--- config.mk ---
export PLATFORM = sky130hd
export DESIGN_NAME = traffic_time_cfg
export DESIGN_NICKNAME = d
export VERILOG_FILES = /design/src/rtl/traffic_time_cfg.sv
export SDC_FILE = /design/constraint.sdc
export NUM_CORES = 1
export LEC_CHECK = 0
export ABC_AREA = 0
export CELL_PAD_IN_SITES_DETAIL_PLACEMENT = 1
export CELL_PAD_IN_SITES_GLOBAL_PLACEMENT = 1
export CORE_ASPECT_RATIO = 0.8
export CORE_MARGIN = 2
export CORE_UTILIZATION = 48
export DETAILED_ROUTE_END_ITERATION = 6
export MAX_ROUTING_LAYER = met4
export PLACE_DENSITY_LB_ADDON = 0.1
export SYNTH_ARGS = -nofsm -noshare
export SYNTH_HDL_FRONTEND = slang
export SYNTH_SLANG_ARGS = --single-unit
--- constraint.sdc ---
create_clock -name clk -period 4 [get_ports clk]
set_clock_uncertainty 0.1 [all_clocks]
set_input_delay 1 -clock clk [delete_from_list [all_inputs] [get_ports clk]]
set_output_delay 1 -clock clk [all_outputs]
set_load 0.02 [all_outputs]
--- src/rtl/traffic_time_cfg.sv ---
// Front-panel configuration stage: debounces three active-low keys and runs a small edit FSM
// that adjusts the green/red and yellow phase durations fed to the traffic-light controller.
module traffic_time_cfg #(
  parameter int unsigned DEB_CYCLES       = 240_000,
  parameter int unsigned REPEAT_DELAY_CYC = 6_000_000,
  parameter int unsigned REPEAT_RATE_CYC  = 1_200_000,
  parameter int unsigned GREEN_DEFAULT    = 7,
  parameter int unsigned GREEN_MIN        = 3,
  parameter int unsigned GREEN_MAX        = 99,
  parameter int unsigned YELLOW_DEFAULT   = 5,
  parameter int unsigned YELLOW_MIN       = 1,
  parameter int unsigned YELLOW_MAX       = 9
) (
  input  logic        clk,
  input  logic        rst_n,
  input  logic        key_mode_i,
  input  logic        key_up_i,
  input  logic        key_down_i,
  output logic [10:0] rg_cnt_set_o,
  output logic [10:0] y_cnt_set_o,
  output logic        night_o,
  output logic        edit_active_o,
  output logic        edit_sel_o,
  output logic [6:0]  disp_val_o,
  output logic        apply_pulse_o
);

  localparam int unsigned DebW   = (DEB_CYCLES > 2) ? $clog2(DEB_CYCLES) : 1;
  localparam int unsigned RepMax = (REPEAT_DELAY_CYC > REPEAT_RATE_CYC) ?
                                   REPEAT_DELAY_CYC : REPEAT_RATE_CYC;
  localparam int unsigned RepW   = $clog2(RepMax + 1);

  localparam logic [6:0] GDef = 7'(GREEN_DEFAULT);
  localparam logic [6:0] GMin = 7'(GREEN_MIN);
  localparam logic [6:0] GMax = 7'(GREEN_MAX);
  localparam logic [6:0] YDef = 7'(YELLOW_DEFAULT);
  localparam logic [6:0] YMin = 7'(YELLOW_MIN);
  localparam logic [6:0] YMax = 7'(YELLOW_MAX);

  typedef enum logic [1:0] {StRun, StSetG, StSetY} state_e;

  state_e     state_q, state_d;
  logic [6:0] shadow_g_q, shadow_g_d;
  logic [6:0] shadow_y_q, shadow_y_d;
  logic [6:0] rg_q, rg_d;
  logic [6:0] y_q, y_d;
  logic       night_q, night_d;
  logic       apply_q, apply_d;

  logic [2:0] key_raw;
  logic [2:0] key_level;
  logic [2:0] key_press;
  logic [2:0] rep_ev;
  logic       editing;

  // Bit 0 = mode, bit 1 = up, bit 2 = down.
  assign key_raw = {key_down_i, key_up_i, key_mode_i};
  assign editing = (state_q != StRun);

  for (genvar k = 0; k < 3; k++) begin : g_key
    logic            sync1_q, sync2_q, level_q, level_prev_q;
    logic [DebW-1:0] cnt_q;

    always_ff @(posedge clk or negedge rst_n) begin
      if (!rst_n) begin
        sync1_q      <= 1'b1;
        sync2_q      <= 1'b1;
        level_q      <= 1'b1;
        level_prev_q <= 1'b1;
        cnt_q        <= '0;
      end else begin
        sync1_q      <= key_raw[k];
        sync2_q      <= sync1_q;
        level_prev_q <= level_q;
        if (sync2_q == level_q) begin
          cnt_q <= '0;
        end else if (cnt_q == DebW'(DEB_CYCLES - 1)) begin
          level_q <= sync2_q;
          cnt_q   <= '0;
        end else begin
          cnt_q <= cnt_q + DebW'(1);
        end
      end
    end

    assign key_level[k] = level_q;
    assign key_press[k] = level_prev_q & ~level_q;
  end

  assign rep_ev[0] = 1'b0;

  // Counter value equals cycles elapsed since the press event (or since the last repeat).
  for (genvar k = 1; k < 3; k++) begin : g_rep
    logic [RepW-1:0] cnt_q;
    logic            armed_q;
    logic            fire;

    assign fire = editing & ~key_level[k] &
                  (cnt_q == (armed_q ? RepW'(REPEAT_RATE_CYC) : RepW'(REPEAT_DELAY_CYC)));

    always_ff @(posedge clk or negedge rst_n) begin
      if (!rst_n) begin
        cnt_q   <= '0;
        armed_q <= 1'b0;
      end else if (!editing || key_level[k]) begin
        cnt_q   <= '0;
        armed_q <= 1'b0;
      end else if (fire) begin
        cnt_q   <= RepW'(1);
        armed_q <= 1'b1;
      end else begin
        cnt_q <= cnt_q + RepW'(1);
      end
    end

    assign rep_ev[k] = fire;
  end

  logic mode_ev, up_ev, dn_ev, inc, dec;

  assign mode_ev = key_press[0];
  assign up_ev   = key_press[1] | rep_ev[1];
  assign dn_ev   = key_press[2] | rep_ev[2];
  // Mode wins; simultaneous up and down cancel.
  assign inc     = up_ev & ~dn_ev & ~mode_ev;
  assign dec     = dn_ev & ~up_ev & ~mode_ev;

  always_comb begin
    state_d    = state_q;
    shadow_g_d = shadow_g_q;
    shadow_y_d = shadow_y_q;
    rg_d       = rg_q;
    y_d        = y_q;
    night_d    = night_q;
    apply_d    = 1'b0;
    unique case (state_q)
      StRun: begin
        if (mode_ev) begin
          state_d    = StSetG;
          shadow_g_d = rg_q;
          shadow_y_d = y_q;
        end else if (inc) begin
          night_d = ~night_q;
        end
      end
      StSetG: begin
        if (mode_ev) begin
          state_d = StSetY;
        end else if (inc && shadow_g_q < GMax) begin
          shadow_g_d = shadow_g_q + 7'd1;
        end else if (dec && shadow_g_q > GMin) begin
          shadow_g_d = shadow_g_q - 7'd1;
        end
      end
      StSetY: begin
        if (mode_ev) begin
          state_d = StRun;
          rg_d    = shadow_g_q;
          y_d     = shadow_y_q;
          apply_d = 1'b1;
        end else if (inc && shadow_y_q < YMax) begin
          shadow_y_d = shadow_y_q + 7'd1;
        end else if (dec && shadow_y_q > YMin) begin
          shadow_y_d = shadow_y_q - 7'd1;
        end
      end
      default: state_d = StRun;
    endcase
  end

  always_ff @(posedge clk or negedge rst_n) begin
    if (!rst_n) begin
      state_q    <= StRun;
      shadow_g_q <= '0;
      shadow_y_q <= '0;
      rg_q       <= GDef;
      y_q        <= YDef;
      night_q    <= 1'b0;
      apply_q    <= 1'b0;
    end else begin
      state_q    <= state_d;
      shadow_g_q <= shadow_g_d;
      shadow_y_q <= shadow_y_d;
      rg_q       <= rg_d;
      y_q        <= y_d;
      night_q    <= night_d;
      apply_q    <= apply_d;
    end
  end

  assign rg_cnt_set_o  = {4'b0000, rg_q};
  assign y_cnt_set_o   = {4'b0000, y_q};
  assign night_o       = night_q;
  assign edit_active_o = editing;
  assign edit_sel_o    = (state_q == StSetY);
  assign apply_pulse_o = apply_q;

  always_comb begin
    disp_val_o = '0;
    if (state_q == StSetG) disp_val_o = shadow_g_q;
    else if (state_q == StSetY) disp_val_o = shadow_y_q;
  end

endmodule

# == Word-level counts from Yosys, hierarchy flattened ==
# Cells that the tools add are included.
# word_totals
regBits,146
wordCells,134
# classes
n_addsub,9
magnitude_cmp,4
eq_ne,17
muxes,34
n_bitwise,23
n_reduce_logical,21
# op_table
cell,n
2-to-1 mux 23 bit,6
2-to-1 mux 18 bit,6
2-to-1 mux 7 bit,10
"adder 18 x 1 -> 18 bit, second input constant",3
"equality test 18 bit, second input constant",3
"adder 23 x 1 -> 23 bit, second input constant",2
equality test 23 bit,2
one-hot mux 7 bit (2 select lines),2
"adder 7 x 1 -> 7 bit, second input constant",2
"subtractor 7 x 1 -> 7 bit, second input constant",2
AND 1 bit,11
inverter 1 bit,10
nonzero test 2 bit,5
"!= test 2 bit, second input constant",4
AND reduction 2 bit,4
AND reduction 4 bit,2
"greater-than comparator 7 x 1 -> 1 bit, second input constant",1
"greater-than comparator 7 x 2 -> 1 bit, second input constant",1
"less-than comparator 7 x 4 -> 1 bit, second input constant",1
"less-than comparator 7 bit, second input constant",1
2-to-1 mux 1 bit,6
2-to-1 mux 2 bit,3
one-hot mux 2 bit (3 select lines),1
AND reduction 3 bit,2
other kinds (11),18

# == Logic depth before layout (Yosys ltp) ==
# depth
depth_word,12
ltp_mapped,15
depth_no_buf,15

# == Least setup slack after synthesis ==
# No wires, ideal clock.
# synth_path
kind,register -> register
from,register g_rep[1].cnt_q[0]
to,register shadow_g_q[6]
setup_ps,138
arrival_ps,3103
slack_ps,659
path_stages_with_launch,16
n_path_buf,0
synth_period_minus_slack_ps,3341
path_cell_list,dfrtp_1 > inv_1 > ha_1 > nor4b_1 > nand4_1 > o41a_1 > nor3_1 > nand2_1 > fa_1 > a21oi_1 > nor2_1 > nor2_1 > o21bai_1 > a21oi_1 > xor2_1 > o31ai_1
# synth_between
elab_chain_len,9
# synth_rtl
item,line_no,text
start: declaration,94,logic [RepW-1:0] cnt_q;
start signal: assignment,109,cnt_q <= RepW'(1);
start signal: assignment,112,cnt_q <= cnt_q + RepW'(1);
equality test 23 bit (*),99,(cnt_q == (armed_q ? RepW'(REPEAT_RATE_CYC) : RepW'(REPEAT_DELAY_CYC)));
AND 1 bit (*),98,assign fire = editing & ~key_level[k] &
bitwise OR 1 bit (*),122,assign up_ev = key_press[1] | rep_ev[1];
AND 1 bit or inverter 1 bit (tied branches),"125, 126",
AND 1 bit (on tied branches),"125, 126",
logical AND 1 bit or AND 1 bit (tied branches),"149, 126",
2-to-1 mux 7 bit or logical AND 1 bit (tied branches),"149, 151",
2-to-1 mux 7 bit or != test 3 bit (tied branches),-,
one-hot mux 7 bit (2 select lines) or AND reduction 4 bit (tied branches),-,
end signal: assignment,182,shadow_g_q <= shadow_g_d;
end: declaration,43,"logic [6:0] shadow_g_q, shadow_g_d;"
# Every way passes the cells marked *; elsewhere a longest branch is shown, timed or not. The select of a mux whose other input is x is not followed.
# A chain may end at the register's enable or synchronous reset.

# == Worst setup path after layout ==
# layout_path
from,register g_rep[1].cnt_q[0]
to,register shadow_g_q[5]
# The elaborated chain is that of the path after synthesis.

==> impl_metrics.csv <==
group,metric,value,unit
clocking,post-cts-setup-buffer-count,0,
route,vias,5215,
yosys,synth_seq_area_share,50.3,%
yosys,ys_top_cells_by_area,"dfrtp_1, xor2_1, nor2_1",
route,drt_iter0_markers,207,
clocking,cts_tree,"built",
die,die_height,114,um
yosys,ys_top_cells_by_count,"dfrtp_1, nor2_1, xor2_1",
yosys,synth_cells,721,
finish,drive_gt1_share,12.2,%
route,ant_nets,0,
outcome,outcome,"finished, final reports clean",
sta,hold_violations,0,
placed_design,gp_congestion,0.833,
sta,worst_pin_slew,1.02,ns
yosys,yosys_register_bits,146,
run,maxCapViolCount,0,
setup_path,crit_type,"register to register",
pwr,p_total,3.30,mW
route,firstDrtPassIters,4,
setup_path,critPathArrivalTime,3.82,ns
yosys,yosysMostFrequentCell,"dfrtp_1",
route,drcViolationCount,0,
clocking,clockBufferDepth,2,
global_routing,antenna_found_initial,0,
yosys,synth-edff-count,0,
setup_path,slowest_delay,0.55,ns
finish,antenna-diode-count,0,
die,start_util,48.8,%
clocking,cts_sinks,146,
sta,fmax,0.279,GHz
setup_path,end_kind,"register",
global_routing,grt_usage,22.8,%
global_routing,grt_pass1_vias,5587,
setup_path,crit_chain,"inv_1 -> ha_1 -> nor4b_2 -> nand4_1 -> o41a_1 -> nor3_2 -> nand2_2 -> ha_1 -> a21o_1 -> a21oi_1 -> o21bai_1 -> a21oi_1 -> xnor2_1 -> mux2i_1 -> o21ai_0",
yosys,synthArstFlopShare,100,%
clocking,cts_buffers,17,
clocking,clock_latency,0.43,ns
finish,layout-area-overhead-vs-synth,15.8,%
placed_design,dp_hpwl,11500,um
yosys,yosysWarnings,0,
route,wl_per_cell,17.4,um
die,die_w,142,um
pwr,power.density,390,nW/um^2
yosys,synth_top_area_share,44.2,%
yosys,yosysUniqueCellTypes,60,
placed_design,port_buffers,29,
finish,nFillCells,1633,
worst_hold_path,min_path_type,"register to register",
setup_path,cpMaxStageDelayCell,"o41a_1",
finish,fin_nets,781,
route,vias_per_cell,5.42,
yosys,synth_area,7310,um^2
yosys,yosys.area.top_type,"dfrtp_1",
route,wirelength,16700,um
clocking,path_clk_slew,0.06,ns
sta,slew_viol_final,0,
yosys,synth_flop_cell,"dfrtp_1",
pwr,ir_worst_vdd,0.287,mV
finish,post-route-util,56.5,%
pwr,power_leakage,3.64,nW
die,fp.dieArea,16200,um^2
setup_path,start_kind,"register",
clocking,cts_root_buffer,"clkbuf_16",
setup_path,regToRegSetupSlack,0.42,ns
clocking,cts-htree-levels,4,
setup_path,critPathRequiredTime,4.24,ns
die,row_count,40,
sta,fin_crit,3.58,ns
setup_path,worstPathMaxFanout,6,
sta,grt_setup_unrepaired,"no",
sta,relSlewSlack,31.6,%
global_routing,grt_max_degree,82,
sta,finalSetupTns,0,ns
global_routing,grt_pass1_wl,28200,um
finish,seq_area,3670,um^2
finish,multi_input_area,3470,um^2
die,design.core.area,15000,um^2
global_routing,overflow,0,
yosys,syn_avg_cell_area,10.1,um^2
sta,finalCritPeriodShare,89.5,%
die,pin_count,38,
sta,finalSetupViolations,0,
-- flip-flops by register name (all words and copies together) (netlist names), 7 cells and up --
| signal | flops |
|---|---|
| g_key.cnt_q | 54 |
| g_rep.cnt_q | 46 |
| rg_q | 7 |
| shadow_g_q | 7 |
| shadow_y_q | 7 |
| y_q | 7 |
-- metal layers --
layer / global-route usage [%] / share of wire (%) / vias up
met5: - / 0 / -
met4: 5.80 / 0.88 / 0
met3: 4.98 / 2.6 / 12
met2: 36.9 / 49 / 42
met1: 29.5 / 47 / 2637
li1: - / - / 2524
-- placed cells by master (no fill, tap or decap), drive strengths merged, types with 15 or more instances in the layout --
master and count:
nand3 36, xor2 59, clkbuf 22, nor2 124, clkdlybuf4s50 28, inv 19
nand4 16, nand2 57, a21oi 15, and3 22, xnor2 37, ha 15
mux2 20, dfrtp 129, o21ai 15, dfstp 17
-- through the flow --
step                      hold slack, ns  setup slack (ns)  instances  instance area, um^2
after global placement             0.246             0.480        930                 7800
after detailed placement           0.250             0.290        930                 7800
final                              0.258             0.418        962                 8460
after floorplan                    0.245             0.659        728                 7330
after CTS                          0.258             0.180        962                 8440
after global routing               0.259             0.122        962                 8460
-- worst max-delay path, delay by kind of cell, from the launching register on --
kind,cells,cell delay (ns)
AO/OA/AOI/OAI,6,1.39
adder cells (fa/ha/maj),2,0.46
buffers and inverters,1,0.08
multiplexers,1,0.09
XOR/XNOR,1,0.15
AND/OR/NAND/NOR,4,0.83
flip-flops,1,0.40
-- kinds of logic after synthesis --
group	Yosys count	share of synthesized area (%)
buffers and inverters	44	2.77
AO/OA/AOI/OAI	63	6.08
multiplexers	25	3.82
AND/OR/NAND/NOR	330	22.6
other	1	0.0513
adder cells (fa/ha/maj)	16	2.84
flip-flops	146	50.3
XOR/XNOR	96	11.5
-- worst paths after layout --
kind                                    from               endpoint  depth (start not counted)
setup / recovery           g_rep[1].cnt_q[0]          shadow_g_q[5]                         15
hold / removal              g_key[1].sync1_q       g_key[1].sync2_q                          0
setup reg to reg           g_rep[1].cnt_q[0]          shadow_g_q[5]                         15
hold reg to reg             g_key[1].sync1_q       g_key[1].sync2_q                          0
max in group asynchronous              rst_n  g_key[0].level_prev_q                          2
min in group asynchronous              rst_n     g_rep[2].cnt_q[11]                          1
-- report_power, final --
part | switching [mW] | total (mW) | internal, mW | leakage, nW
sequential | 0.00779 | 1.50 | 1.49 | 1.97
clock | 0.608 | 1.73 | 1.12 | 0.322
combinational | 0.0538 | 0.0697 | 0.0159 | 1.35
total | 0.670 | 3.30 | 2.63 | 3.64
-- area by class of cell --
type	instances	area share [%]
repair buffers	38	4.25
multi-input cells	538	41.0
inverters	19	0.843
clock inverters	10	1.80
well taps	189	2.80
flip-flops and latches	146	43.4
clock buffers	22	5.84
-- what timing repair did --
action / CTS / global route
hold buffers: 0 / 0
setup endpoints to repair: 0 / 3
resized for setup: 0 / 3
No activity file was read; power rests on OpenSTA's default activity.
